==> config.mk <==
export PLATFORM = sky130hd
export DESIGN_NAME = vfp_config_sequencer
export DESIGN_NICKNAME = d
export VERILOG_FILES = /design/src/rtl/generic_pack.sv /design/src/rtl/vfp_cfg_timer.sv /design/src/rtl/vfp_config_sequencer.sv
export SDC_FILE = /design/constraint.sdc
export NUM_CORES = 1
export LEC_CHECK = 0
export ABC_AREA = 1
export BUFFER_PORTS_ARGS = -buffer_cell sky130_fd_sc_hd__buf_2
export CAP_MARGIN = 20
export CORE_UTILIZATION = 34
export DETAILED_ROUTE_END_ITERATION = 10
export SKIP_LAST_GASP = 1
export SLEW_MARGIN = 20
export SYNTH_ARGS = -nofsm -noshare
export SYNTH_HDL_FRONTEND = slang
export SYNTH_SLANG_ARGS = --single-unit
==> constraint.sdc <==
create_clock -name ACLK -period 2.75 [get_ports ACLK]
set_clock_uncertainty 0.1 [all_clocks]
set_input_delay 0.55 -clock ACLK [delete_from_list [all_inputs] [get_ports ACLK]]
set_output_delay 0.55 -clock ACLK [all_outputs]
set_load 0.03 [all_outputs]
==> src/rtl/generic_pack.sv <==
// Shared types for the VFP configuration sequencer: command table entry layout and AXI response codes.
package generic_pack;

  typedef enum logic [1:0] {
    CFG_WRITE = 2'd0,
    CFG_POLL  = 2'd1,
    CFG_WAIT  = 2'd2,
    CFG_END   = 2'd3
  } cfg_op_e;

  typedef struct packed {
    cfg_op_e     op;
    logic [7:0]  addr;
    logic [31:0] data;
  } cfg_cmd_t;

  localparam logic [1:0] AXI_RESP_OKAY   = 2'b00;
  localparam logic [1:0] AXI_RESP_SLVERR = 2'b10;
  localparam logic [1:0] AXI_RESP_DECERR = 2'b11;

endpackage

==> src/rtl/vfp_cfg_timer.sv <==
// Loadable 32-bit down-counter, saturating at zero, shared by WAIT delays and the POLL read budget.
// Load/decrement take effect on the next rising edge; no backpressure.
module vfp_cfg_timer (
  input  logic        ACLK,
  input  logic        ARESETN,
  input  logic        load,
  input  logic [31:0] load_val,
  input  logic        dec,
  output logic [31:0] count,
  output logic        zero
);

  always_ff @(posedge ACLK or negedge ARESETN) begin
    if (!ARESETN) begin
      count <= 32'd0;
    end else if (load) begin
      count <= load_val;
    end else if (dec && (count != 32'd0)) begin
      count <= count - 32'd1;
    end
  end

  assign zero = (count == 32'd0);

endmodule

==> src/rtl/vfp_config_sequencer.sv <==
// AXI4-Lite master that walks a WRITE/POLL/WAIT/END command table to program the VFP register map.
// Two cycles of fetch/decode per command; stalls on slave READY/VALID and never drops VALID before READY.
module vfp_config_sequencer
  import generic_pack::*;
#(
  parameter int          CMD_AW     = 6,
  parameter int unsigned POLL_LIMIT = 1024,
  parameter bit          AUTO_START = 1'b1
) (
  input  logic              ACLK,
  input  logic              ARESETN,
  input  logic              start,
  output logic [CMD_AW-1:0] cmd_idx,
  input  logic [1:0]        cmd_op,
  input  logic [7:0]        cmd_addr,
  input  logic [31:0]       cmd_data,
  output logic [7:0]        AWADDR,
  output logic [2:0]        AWPROT,
  output logic              AWVALID,
  input  logic              AWREADY,
  output logic [31:0]       WDATA,
  output logic [3:0]        WSTRB,
  output logic              WVALID,
  input  logic              WREADY,
  input  logic [1:0]        BRESP,
  input  logic              BVALID,
  output logic              BREADY,
  output logic [7:0]        ARADDR,
  output logic [2:0]        ARPROT,
  output logic              ARVALID,
  input  logic              ARREADY,
  input  logic [31:0]       RDATA,
  input  logic [1:0]        RRESP,
  input  logic              RVALID,
  output logic              RREADY,
  output logic              busy,
  output logic              done,
  output logic              error,
  output logic [CMD_AW-1:0] err_idx
);

  localparam logic [3:0] S_IDLE         = 4'd0;
  localparam logic [3:0] S_FETCH        = 4'd1;
  localparam logic [3:0] S_DECODE       = 4'd2;
  localparam logic [3:0] S_WR_ADDR_DATA = 4'd3;
  localparam logic [3:0] S_WR_RESP      = 4'd4;
  localparam logic [3:0] S_RD_ADDR      = 4'd5;
  localparam logic [3:0] S_RD_DATA      = 4'd6;
  localparam logic [3:0] S_WAIT         = 4'd7;
  localparam logic [3:0] S_DONE         = 4'd8;
  localparam logic [3:0] S_ERR          = 4'd9;

  localparam logic [31:0]       POLL_LIMIT_W = 32'(POLL_LIMIT);
  localparam logic [CMD_AW-1:0] IDX_LAST     = {CMD_AW{1'b1}};
  localparam logic [CMD_AW-1:0] IDX_ONE      = {{(CMD_AW-1){1'b0}}, 1'b1};

  logic [3:0]        state, state_nxt;
  logic [CMD_AW-1:0] idx;
  logic [31:0]       poll_exp;
  logic              aw_vld, w_vld, ar_vld;
  logic [7:0]        aw_addr, ar_addr;
  logic [31:0]       w_dat;
  logic              error_q;
  logic [CMD_AW-1:0] err_idx_q;
  logic              auto_pending;
  logic              idle_like, start_go, advance;
  logic              tmr_load, tmr_dec, tmr_zero, tmr_expired;
  logic [31:0]       tmr_load_val, tmr_count;
  cfg_cmd_t          cmd_in;

  assign cmd_in    = '{op: cfg_op_e'(cmd_op), addr: cmd_addr, data: cmd_data};
  assign idle_like = (state == S_IDLE) || (state == S_DONE) || (state == S_ERR);
  assign start_go  = idle_like && (start || auto_pending);
  // A count of 1 means this is the last allowed WAIT cycle / POLL read.
  assign tmr_expired = tmr_zero || (tmr_count == 32'd1);

  vfp_cfg_timer u_timer (
    .ACLK     (ACLK),
    .ARESETN  (ARESETN),
    .load     (tmr_load),
    .load_val (tmr_load_val),
    .dec      (tmr_dec),
    .count    (tmr_count),
    .zero     (tmr_zero)
  );

  always_comb begin
    state_nxt    = state;
    advance      = 1'b0;
    tmr_load     = 1'b0;
    tmr_load_val = cmd_in.data;
    tmr_dec      = 1'b0;
    case (state)
      S_IDLE, S_DONE, S_ERR: state_nxt = start_go ? S_FETCH : S_IDLE;
      S_FETCH:               state_nxt = S_DECODE;
      S_DECODE: begin
        case (cmd_in.op)
          CFG_WRITE: state_nxt = S_WR_ADDR_DATA;
          CFG_POLL: begin
            state_nxt    = S_RD_ADDR;
            tmr_load     = 1'b1;
            tmr_load_val = POLL_LIMIT_W;
          end
          CFG_WAIT: begin
            state_nxt = S_WAIT;
            tmr_load  = 1'b1;
          end
          default:   state_nxt = S_DONE;
        endcase
      end
      S_WR_ADDR_DATA: begin
        if ((!aw_vld || AWREADY) && (!w_vld || WREADY)) state_nxt = S_WR_RESP;
      end
      S_WR_RESP: begin
        if (BVALID) begin
          if (BRESP == AXI_RESP_OKAY) advance = 1'b1;
          else                        state_nxt = S_ERR;
        end
      end
      S_RD_ADDR: begin
        if (ARREADY) state_nxt = S_RD_DATA;
      end
      S_RD_DATA: begin
        if (RVALID) begin
          if (RRESP != AXI_RESP_OKAY) state_nxt = S_ERR;
          else if (RDATA == poll_exp) advance = 1'b1;
          else if (tmr_expired)       state_nxt = S_ERR;
          else begin
            tmr_dec   = 1'b1;
            state_nxt = S_RD_ADDR;
          end
        end
      end
      S_WAIT: begin
        if (tmr_expired) advance = 1'b1;
        else             tmr_dec = 1'b1;
      end
      default: state_nxt = S_IDLE;
    endcase
    // Running off the end of the table behaves like an END entry.
    if (advance) state_nxt = (idx == IDX_LAST) ? S_DONE : S_FETCH;
  end

  always_ff @(posedge ACLK or negedge ARESETN) begin
    if (!ARESETN) begin
      state        <= S_IDLE;
      idx          <= '0;
      poll_exp     <= 32'd0;
      aw_vld       <= 1'b0;
      w_vld        <= 1'b0;
      ar_vld       <= 1'b0;
      aw_addr      <= 8'd0;
      ar_addr      <= 8'd0;
      w_dat        <= 32'd0;
      error_q      <= 1'b0;
      err_idx_q    <= '0;
      auto_pending <= AUTO_START;
    end else begin
      state        <= state_nxt;
      auto_pending <= 1'b0;
      if (start_go) begin
        idx       <= '0;
        error_q   <= 1'b0;
        err_idx_q <= '0;
      end else if (advance) begin
        idx <= idx + IDX_ONE;
      end
      if (state == S_DECODE) begin
        poll_exp <= cmd_in.data;
        if (cmd_in.op == CFG_WRITE) begin
          aw_vld  <= 1'b1;
          w_vld   <= 1'b1;
          aw_addr <= cmd_in.addr;
          w_dat   <= cmd_in.data;
        end
        if (cmd_in.op == CFG_POLL) begin
          ar_vld  <= 1'b1;
          ar_addr <= cmd_in.addr;
        end
      end
      if (aw_vld && AWREADY) aw_vld <= 1'b0;
      if (w_vld && WREADY)   w_vld  <= 1'b0;
      if (ar_vld && ARREADY) ar_vld <= 1'b0;
      if ((state == S_RD_DATA) && (state_nxt == S_RD_ADDR)) ar_vld <= 1'b1;
      if (state_nxt == S_ERR) begin
        error_q   <= 1'b1;
        err_idx_q <= idx;
      end
    end
  end

  assign cmd_idx = idx;
  assign AWADDR  = aw_addr;
  assign AWPROT  = 3'b000;
  assign AWVALID = aw_vld;
  assign WDATA   = w_dat;
  assign WSTRB   = 4'hF;
  assign WVALID  = w_vld;
  assign BREADY  = (state == S_WR_RESP);
  assign ARADDR  = ar_addr;
  assign ARPROT  = 3'b000;
  assign ARVALID = ar_vld;
  assign RREADY  = (state == S_RD_DATA);
  assign busy    = !idle_like;
  assign done    = (state == S_DONE);
  assign error   = error_q;
  assign err_idx = err_idx_q;

endmodule

Word-level counts from Yosys, hierarchy flattened
Cells that the tools add are included.
{ "classes": {"n_reduce_logical": 38, "addsub": 2, "n_eq_ne": 16, "mux": 45} }
{ "op_table": {"columns": ["operator", "n"], "rows": [
  ["$mux W32", 4],
  ["$mux W4", 10],
  ["$eq A32 B1 Y1 const B", 1],
  ["$eq A32 B32 Y1", 1],
  ["$logic_not A32 Y1", 1],
  ["$pmux W4 S8", 1],
  ["$reduce_bool A32 Y1", 1],
  ["$sub A32 B1 Y32 const B", 1],
  ["$mux W6", 4],
  ["$mux W1", 23],
  ["$eq A4 B3 Y1 const B", 5],
  ["$reduce_bool A2 Y1", 8],
  ["$eq A4 B4 Y1 const B", 3],
  ["$pmux W4 S3", 1],
  ["$reduce_and A2 Y1", 5],
  ["$eq A4 B2 Y1 const B", 2],
  ["$logic_and A1 B1 Y1", 7],
  ["$add A6 B1 Y6 const B", 1],
  ["$eq A6 B6 Y1 const B", 1],
  ["$logic_or A1 B1 Y1", 6],
  ["$reduce_bool A3 Y1", 2],
  ["$eq A4 B1 Y1 const B", 1],
  ["$logic_not A2 Y1", 2],
  ["$logic_not A4 Y1", 1],
  ["7 further kinds", 9]
]} }
{ "totals": {"ff_bits": 133} }

Logic depth before layout (Yosys ltp)
Gate-level depths: netlist of the first run.
{ "depth": {"word_depth": 12, "ltp_mapped": 16} }

Hierarchy
Synthesis of the first run repeated with hierarchy kept, for this count alone.
{ "hier_totals": {"cells_unflattened": 1116, "hier_area_um2": 7845.0} }
{ "by_module_without_submodules": {"columns": ["mod", "area_each_um2", "cells_per_inst", "instances"], "rows": [
  ["vfp_config_sequencer", 5191.2, 683, 1],
  ["vfp_cfg_timer", 2653.8, 433, 1]
]} }

Worst setup path after synthesis of the first run
No wires, ideal clock.
{ "synth_timing": {"path_type": "input -> register", "start": "input port RDATA[4]", "end": "register u_timer.count[20]", "slack_ns": 0.843, "t_arrival_ns": 1.690, "stages": 14, "required_ns": 2.533, "n_path_buf": 2, "cell_sequence": "xnor2_1 -> nand2_1 -> nor2_1 -> nand2_1 -> nor2_1 -> nand2_1 -> nand2_1 -> nand2_2 -> nand2_4 -> nand2_4 -> buf_6 -> buf_6 -> nand2_1 -> nand2_1"} }
{ "synth_via": {"elab_chain_cells": 7} }
{ "synth_lines": {"columns": ["item", "line_no", "text"], "rows": [
  ["start, declared", "vfp_config_sequencer.sv:32", "input logic [31:0] RDATA,"],
  ["$eq A32 B32 Y1", "vfp_config_sequencer.sv:126", "else if (RDATA == poll_exp) advance = 1'b1;"],
  ["$mux W1", "vfp_config_sequencer.sv:126", null],
  ["$mux W1", "vfp_config_sequencer.sv:125", "if (RRESP != AXI_RESP_OKAY) state_nxt = S_ERR;"],
  ["$mux W1", "vfp_config_sequencer.sv:124", "if (RVALID) begin"],
  ["$pmux W1 S2", "vfp_config_sequencer.sv:93", "case (state)"],
  ["$logic_and A1 B1 Y1", "vfp_cfg_timer.sv:18", "end else if (dec && (count != 32'd0)) begin"],
  ["$reduce_bool A2 Y1 (no line)", null, null],
  ["end signal, assigned", "vfp_cfg_timer.sv:17", "count <= load_val;"],
  ["end signal, assigned", "vfp_cfg_timer.sv:19", "count <= count - 32'd1;"],
  ["end, declared", "vfp_cfg_timer.sv:9", "output logic [31:0] count,"]
]} }
No other way between the ends.
A chain may end at the register's enable or synchronous reset.

Worst setup path after layout of the first run
{ "layout_timing": {"start": "register state[3]", "end": "output port RREADY"} }
{ "layout_via": {"elab_chain_cells": 1} }
{ "layout_lines": {"columns": ["item", "line_no", "text"], "rows": [
  ["start, declared", "vfp_config_sequencer.sv:57", "logic [3:0] state, state_nxt;"],
  ["start signal, assigned", "vfp_config_sequencer.sv:159", "state <= state_nxt;"],
  ["$eq A4 B3 Y1", "vfp_config_sequencer.sv:203", "assign RREADY = (state == S_RD_DATA);"],
  ["end, declared", "vfp_config_sequencer.sv:35", "output logic RREADY,"]
]} }
No other way between the ends.

==> results of run 1 <==
## Yosys cell counts
master	instances
sky130_fd_sc_hd__nand2_1	289
sky130_fd_sc_hd__dfrtp_1	132
sky130_fd_sc_hd__inv_1	130
sky130_fd_sc_hd__o21ai_0	117
sky130_fd_sc_hd__nor2_1	87
sky130_fd_sc_hd__nand3_1	36
sky130_fd_sc_hd__clkbuf_1	24
sky130_fd_sc_hd__nand4_1	24
sky130_fd_sc_hd__o21ai_1	22
sky130_fd_sc_hd__xnor2_1	19
sky130_fd_sc_hd__xor2_1	18
sky130_fd_sc_hd__buf_4	10
sky130_fd_sc_hd__o22ai_1	9
sky130_fd_sc_hd__ha_1	8
sky130_fd_sc_hd__nor3_1	7
sky130_fd_sc_hd__nand2_2	6
sky130_fd_sc_hd__nor2_2	6
sky130_fd_sc_hd__a21oi_1	5
sky130_fd_sc_hd__o21ai_2	5
sky130_fd_sc_hd__buf_6	4
sky130_fd_sc_hd__inv_2	4
sky130_fd_sc_hd__buf_2	3
sky130_fd_sc_hd__conb_1	2
sky130_fd_sc_hd__mux2_2	2
sky130_fd_sc_hd__nand2_4	2
sky130_fd_sc_hd__nand3b_1	2
sky130_fd_sc_hd__a21oi_2	1
sky130_fd_sc_hd__a22oi_1	1
sky130_fd_sc_hd__a31o_2	1
sky130_fd_sc_hd__a31oi_1	1
sky130_fd_sc_hd__and2_1	1
sky130_fd_sc_hd__and3_1	1
sky130_fd_sc_hd__buf_1	1
sky130_fd_sc_hd__dfstp_2	1
sky130_fd_sc_hd__nand3_2	1
sky130_fd_sc_hd__nor3_2	1
sky130_fd_sc_hd__nor4_4	1
sky130_fd_sc_hd__o211ai_1	1
sky130_fd_sc_hd__o21a_1	1
sky130_fd_sc_hd__or2_2	1
## worst max-delay path: stages, from the launching register on
cell and delay [ns]:
sky130_fd_sc_hd__dfrtp_1 0.44, sky130_fd_sc_hd__nor2_2 0.26, sky130_fd_sc_hd__nand2_2 0.15, sky130_fd_sc_hd__inv_1 0.16, sky130_fd_sc_hd__buf_2 0.22
## repair_timing
action / 4_1_cts / 5_1_grt
hold buffers: 1 / 0
resized for setup: 0 / 0
endpoints found under the hold margin: 17 / 0
endpoints found under the setup margin: 0 / 0
## metrics by stage
| stage | setup slack (ns) | std cells | instance area [µm²] | total power [mW] | utilization, % |
|---|---|---|---|---|---|
| after detailed placement | 0.3027 | 1397 | 8396 | 7.585 | 39.81 |
| after global placement | 0.2845 | 1397 | 8396 | 7.509 | 39.81 |
| after global routing | 0.2916 | 1430 | 9026 | 10.70 | 42.80 |
| after CTS | 0.4635 | 1430 | 9026 | 10.01 | 42.80 |
| after floorplan | 0.8432 | 996 | 7366 | 6.389 | - |
| final | 0.4521 | 1430 | 9026 | 9.962 | 42.80 |
## worst max path at each step
stage | slack (ns) | cells after the start | to | startpoint
after floorplan | 0.84 | 14 | u_timer.count[20] | RDATA[4]
after global placement | 0.28 | 13 | state[3] | RDATA[24]
after detailed placement | 0.30 | 13 | state[3] | RDATA[24]
after CTS | 0.46 | 4 | RREADY | state[3]
after global routing | 0.29 | 8 | u_timer.count[14] | state[3]
final | 0.45 | 4 | RREADY | state[3]
## final cells by class
class / instances / area, µm² / area share (%)
clock buffer: 21 / 470.5 / 5.212
timing repair buffer: 169 / 919.6 / 10.19
clock inverter: 11 / 150.1 / 1.663
sequential: 133 / 3329 / 36.89
inverter: 134 / 503.0 / 5.572
multi-input combinational: 687 / 3309 / 36.66
tap: 275 / 344.1 / 3.812
## power breakdown
group | switching (mW) | total [mW] | internal, mW
Sequential | 0.559 | 3.30 | 2.74
Combinational | 2.89 | 4.26 | 1.37
Clock | 0.898 | 2.40 | 1.50
## per-layer routing
metal  vias to the layer above  GRT usage [%]  part of all wire [%]
met4                         0          8.163                   2.4
met3                        37          3.853                   4.6
met5                         -              0                     0
met1                      3123          27.00                    46
li1                       3404              -                     -
met2                       177          32.03                    47
## flip-flops by register name (all words and copies together), names as in the netlist
| signal | count |
|---|---|
| ARADDR | 8 |
| ARVALID | 1 |
| AWADDR | 8 |
| AWVALID | 1 |
| WDATA | 32 |
| WVALID | 1 |
| auto_pending | 1 |
| cmd_idx | 6 |
| err_idx | 6 |
| error | 1 |
| poll_exp | 32 |
| state | 4 |
| u_timer.count | 32 |
## logic make-up after synthesis
kind of cell / count (synthesis) / synth area share (%)
buf+inv: 176 / 9.983
compound gates: 164 / 11.83
simple gates: 465 / 26.59
other cells: 2 / 0.1024
flops: 133 / 45.41
xor+xnor: 37 / 4.420
fa+ha+maj: 8 / 1.365
mux: 2 / 0.3071
==> results.rst, run 1 <==
.. list-table::
   :header-rows: 1

   * - Metric
     - Value
   * - Start-to-end type of the worst setup path
     - flip-flop to primary output
   * - WP data arrival
     - 1.65 ns
   * - Worst ir drop on vdd
     - 0.3126 mV
   * - Worst flop-to-flop path endpoint
     - u_timer.count[6]
   * - Total Negative Setup Slacks
     - 0 ns
   * - Number of clock sinks
     - 133
   * - Mean cell area of the mapped netlist
     - roughly 7.4 µm²
   * - Crit Path Max Fanout
     - 5
   * - Post-route fraction of the period consumed by the critical path
     - between 80% and 90%
   * - Kind of start point of the critical path
     - flip-flop
   * - RePlAce Congestion
     - 0.8903
   * - Hold worst-path end
     - ARADDR[1]
   * - CTS tree
     - done
   * - Final hold violation count
     - 0
   * - DR iter-0 viols
     - 486
   * - Most frequent standard cell in the layout excluding fill and tap cells
     - sky130_fd_sc_hd__nand2_1
   * - Top cell type's share of synthesized area
     - a little under half
   * - Standard-cell rows
     - 53
   * - MaxCap Viol Count
     - 0
   * - First-pass GRT wire length
     - 33.80 mm
   * - Horiz. Die Dim
     - 148.9 µm
   * - Total Nets Final
     - 1236
   * - CP required
     - about 2.1 ns
   * - Total via count in the routed design
     - around 6700
   * - Hold path cells
     - 3
   * - Buffers inserted during post-CTS setup optimization
     - 0
   * - Antenna violations before repair
     - 0
   * - Post-synthesis cell count
     - 987
   * - Warnings from Yosys
     - 0
   * - Worst flop-to-flop path startpoint
     - state[3]
   * - Status
     - finished clean
   * - Setup repair after global routing missed its margin
     - false
   * - Number of inserted filler cells in the final layout
     - about 2200
   * - Maximum clock frequency
     - 435.2 MHz
   * - Ant diodes
     - 0
   * - Critical hold path startpoint
     - cmd_addr[1]
   * - Worst reg-to-reg path cell count
     - 8
   * - Cts bufs inserted
     - 17
   * - Kind of path behind the tightest hold check
     - primary input to flip-flop
   * - Final critical-path required period
     - 2.298 ns
   * - Top cell type by total area after synthesis
     - sky130_fd_sc_hd__dfrtp_1
   * - Height of the chip
     - 148.9 µm
   * - IO Pins
     - 164
   * - Initial core utilization
     - between 30% and 40%
   * - Share of layout cells above drive strength 1
     - 20.17%
   * - Final slew viol count
     - 0
   * - Flip-flop and latch count after synthesis
     - 133
   * - Routed wire length
     - 21.74 mm
   * - Root cell of the clock tree
     - sky130_fd_sc_hd__clkbuf_16
   * - Leak pwr
     - 4.795 nW
   * - Count of final setup violators
     - 0
   * - Worst skew pair latency
     - 0.42 ns
   * - DR pass1 iterations
     - 7
   * - Worst-case hold slack
     - 0.2914 ns
   * - Number of remaining DRC errors
     - 0
   * - Die footprint
     - 22160 µm²
   * - Maximum number of pins on one net before global-route repair
     - 59
   * - Post-route ant nets
     - 0
   * - Power density over cell area
     - roughly 1100 nW/µm²
   * - Maximum clock insertion buffer count
     - 2
   * - Total grt overflow
     - 0
   * - Per-cell routed wire length
     - 15.20 µm
   * - Avg Vias per Cell
     - 4.714
   * - Most frequent cells in the layout
     - sky130_fd_sc_hd__nand2_1 (287), sky130_fd_sc_hd__buf_2 (152), sky130_fd_sc_hd__dfrtp_1 (132)
   * - Global Route Usage Sum
     - 20.18%
   * - CP Capture Type
     - primary output
   * - Clock H-tree levels
     - 4
   * - Total core area
     - 21090 µm²
   * - Minimum setup slack among reg-to-reg paths
     - approximately 0.5 ns
   * - Vias in the first global route
     - 6411
   * - Max-slew headroom
     - 62.74%
   * - Post-synth cell types
     - 40
   * - Clock-pin slew on the worst setup and hold paths
     - 0.06 ns
   * - Post-synthesis instance area
     - between 7000 and 8000 µm²
   * - Sequential element share of the synthesized area
     - 45.41%
   * - Area contributors post-synth
     - sky130_fd_sc_hd__dfrtp_1 (45%), sky130_fd_sc_hd__nand2_1 (15%), sky130_fd_sc_hd__o21ai_0 (8.0%)
   * - Syn-to-layout area delta
     - 23.11%
   * - Tightest Pin Transition
     - 0.5590 ns
   * - Quantity of I/O buffers inserted on ports
     - 153
   * - HPWL Detailed
     - 16.46 mm
(Power assumes the default switching activity.)
==> run 2, diff against run 1 <==
clock period = 2.23 ns   (was 2.75 ns; I/O delays follow)
==> run 2 against run 1 <==
Compared with the run above: sequential cell count did not move; clock-buffer cell count fell by 4; clock power rose by 19%; first-iteration DRC count fell by 19%; combinational power rose by 29%; highest routed layer unchanged.
==> results.rst, run 2 (synthesized netlist as in run 1, its figures left out) <==
.. list-table::
   :header-rows: 1

   * - Metric
     - Value
   * - Share of layout cells above drive strength 1
     - 21.59% (+1.4 points)
   * - Syn-to-layout area delta
     - 25.22%
   * - Kind of start point of the critical path
     - flip-flop
   * - Worst flop-to-flop path endpoint
     - WDATA[12]
   * - Tightest Pin Transition
     - 0.5013 ns (-0.05764 ns)
   * - Post-route ant nets
     - 0 (unchanged)
   * - Global-route track usage on met2
     - 32.64% (+0.61 points)
   * - Clock-pin slew on the worst setup and hold paths
     - 0.06 ns (about the same)
   * - Avg Vias per Cell
     - 4.715 (about the same)
   * - Max-slew headroom
     - 66.58% (+3.8 points)
   * - CTS tree
     - done
   * - Horiz. Die Dim
     - 148.9 µm (unchanged)
   * - Area after DPL
     - 8548 µm² (+1.8%)
   * - Leak pwr
     - 4.888 nW (+1.9%)
   * - Minimum setup slack among reg-to-reg paths
     - 0.17 ns (-0.33 ns)
   * - First-pass GRT wire length
     - 34.27 mm (+1.4%)
   * - IO Pins
     - 164 (unchanged)
   * - Worst flop-to-flop path startpoint
     - state[3]
   * - WP data arrival
     - 1.56 ns (-0.09 ns)
   * - Maximum number of pins on one net before global-route repair
     - 59 (unchanged)
   * - Hold path cells
     - 3 (unchanged)
   * - DR iter-0 viols
     - 392 (-19%)
   * - Most frequent standard cell in the layout excluding fill and tap cells
     - sky130_fd_sc_hd__nand2_1
   * - Kind of path behind the tightest hold check
     - primary input to flip-flop
   * - Setup repair after global routing missed its margin
     - true
   * - Power density over cell area
     - 1353 nW/µm² (+23%)
   * - Met1 layer usage reported by global route
     - 26.96% (-0.040 points)
   * - Slowest cell on the critical path
     - sky130_fd_sc_hd__dfrtp_1
   * - Maximum clock frequency
     - 474.7 MHz
   * - DR pass1 iterations
     - 5 (-2)
   * - Number of remaining DRC errors
     - 0 (unchanged)
   * - Sequential power share
     - 32.9% (-0.3 points)
   * - CP Capture Type
     - primary output
   * - Cell Chain, Critical Path
     - nor2_4 -> nand2_2 -> inv_1 -> buf_2
   * - HPWL Detailed
     - 16.55 mm (+0.55%)
   * - Post-layout instance area
     - 9181 µm² (+1.7%)
   * - Standard-cell rows
     - 53 (unchanged)
   * - Maximum single-stage delay on the critical path
     - 0.47 ns (+0.03 ns)
   * - Part of the total power dissipated in combinational logic
     - 44.1% (+1.3 points)
   * - Worst reg-to-reg path cell count
     - 6 (-2)
   * - CP required
     - 1.68 ns (-0.42 ns)
   * - MaxCap Viol Count
     - 0 (unchanged)
   * - Critical hold path startpoint
     - cmd_addr[7]
   * - Total Nets Final
     - 1248 (+0.97%)
   * - Global Route Usage Sum
     - 20.40% (+0.22 points)
   * - Status
     - finished clean
   * - Quantity of I/O buffers inserted on ports
     - 153 (unchanged)
   * - Ant diodes
     - 0 (unchanged)
   * - Total core area
     - 21090 µm² (unchanged)
   * - Count of final setup violators
     - 0 (unchanged)
   * - Start-to-end type of the worst setup path
     - flip-flop to primary output
   * - Crit Path Max Fanout
     - 5 (unchanged)
   * - Final slew viol count
     - 0 (unchanged)
   * - Number of inserted filler cells in the final layout
     - 2188 (-1.5%)
   * - Per-cell routed wire length
     - 15.11 µm (-0.57%)
   * - Hold worst-path end
     - ARADDR[7]
   * - Design Power
     - 12.42 mW (+25%)
   * - Cell internal power dissipation
     - 6.896 mW (+23%)
   * - Switching pwr
     - 5.522 mW (+27%)
   * - Total grt overflow
     - 0 (unchanged)
   * - Initial core utilization
     - 34.77% (unchanged)
   * - Worst skew pair latency
     - 0.43 ns (about the same)
   * - Antenna violations before repair
     - 0 (unchanged)
   * - Cts bufs inserted
     - 17 (unchanged)
   * - Global routing's busiest layer
     - met2
   * - Vias in the first global route
     - 6444 (+0.51%)
   * - Root cell of the clock tree
     - sky130_fd_sc_hd__clkbuf_16
   * - Height of the chip
     - 148.9 µm (unchanged)
   * - Most frequent cells in the layout
     - sky130_fd_sc_hd__nand2_1 (287), sky130_fd_sc_hd__buf_2 (152), sky130_fd_sc_hd__dfrtp_1 (132)
   * - Clock share of power
     - 23.0% (-1.1 points)
   * - Post-route fraction of the period consumed by the critical path
     - 94.47%
   * - Routed wire length
     - 21.80 mm (+0.27%)
   * - Total Negative Setup Slacks
     - 0 ns (unchanged)
   * - Switching part of the total power
     - 44.47% (+0.84 points)
   * - Total via count in the routed design
     - 6799 (+0.86%)
   * - Grt met3 use
     - 3.731% (-0.12 points)
   * - Final hold violation count
     - 0 (unchanged)
   * - Maximum clock insertion buffer count
     - 2 (unchanged)
   * - Worst ir drop on vdd
     - 0.3736 mV (+20%)
   * - Final critical-path required period
     - 2.107 ns
   * - RePlAce Congestion
     - 0.8938 (+0.39%)
   * - Number of clock sinks
     - 133 (unchanged)
   * - Die footprint
     - 22160 µm² (unchanged)
   * - Clock H-tree levels
     - 4 (unchanged)
run 2: changes by cell type in the layout (fill, tap and decap cells not counted), moves of 2 or more:
cell | previous run | this run
sky130_fd_sc_hd__inv_1 | 130 | 128
sky130_fd_sc_hd__inv_2 | 4 | 6
sky130_fd_sc_hd__buf_12 | 2 | 7
sky130_fd_sc_hd__inv_6 | 0 | 5
sky130_fd_sc_hd__clkbuf_8 | 3 | 0
sky130_fd_sc_hd__buf_4 | 13 | 20
sky130_fd_sc_hd__nor2_1 | 87 | 85
run 2: layout make-up:
type	instances	area, µm²	area share [%]
Multi-Input combinational cell	687	3336	36.33
Sequential cell	133	3329	36.26
Timing Repair Buffer	181	1072	11.68
Inverter	134	503.0	5.478
Clock buffer	17	425.4	4.633
Tap cell	275	344.1	3.748
Clock inverter	15	171.4	1.867
run 2: how the worst max path moves through the flow:
stage / startpoint / to / slack [ns] / cells past startpoint
2_1_floorplan: state[0] / state[0] / 0.34 / 8
6_report: state[3] / RREADY / 0.12 / 4
5_1_grt: u_timer.count[8] / u_timer.count[29] / -0.04 / 12
4_1_cts: u_timer.count[0] / u_timer.count[29] / 0.04 / 10
3_3_place_gp: RDATA[24] / cmd_idx[2] / 0.1 / 13
3_5_place_dp: RDATA[24] / cmd_idx[0] / 0.05 / 13
run 2: power groups by stage:
stage	logic [mW]	clock network [mW]	registers [mW]
2_1_floorplan	3.10	0	4.78
3_3_place_gp	5.39	0	4.06
4_1_cts	5.48	2.91	4.07
6_report	5.48	2.86	4.08
5_1_grt	6.14	3.03	4.21
3_5_place_dp	5.45	0	4.09
run 2: per-stage QoR:
| stage | setup WS, ns | utilization, % | hold slack, ns | std cells |
|---|---|---|---|---|
| after global routing | -0.03631 | 43.54 | 0.1862 | 1442 |
| final | 0.1234 | 43.54 | 0.1833 | 1442 |
| after CTS | 0.03895 | 43.41 | 0.1680 | 1442 |
| after detailed placement | 0.04947 | 40.54 | 0.2922 | 1409 |
| after floorplan | 0.3388 | - | 0.05041 | 996 |
| after global placement | 0.09538 | 40.54 | 0.2897 | 1409 |
run 2: worst max-delay path, delay by kind of cell (launching register included):
family / cells / cell delay, ns
flops: 1 / 0.47
buf+inv: 2 / 0.35
simple gates: 2 / 0.32
run 2: routing by layer:
| layer | part of all wire, % | up-vias |
|---|---|---|
| li1 | - | 3421 |
| met1 | 46 | 3166 |
| met2 | 47 | 169 |
| met3 | 4.2 | 43 |
| met4 | 2.8 | 0 |
| met5 | 0 | - |
run 2: repair_timing:
action,in CTS,in global routing
setup endpoints to repair,0,22
hold endpoints to repair,37,0
setup buffers,0,0
hold buffers,1,0
resized for setup,0,8
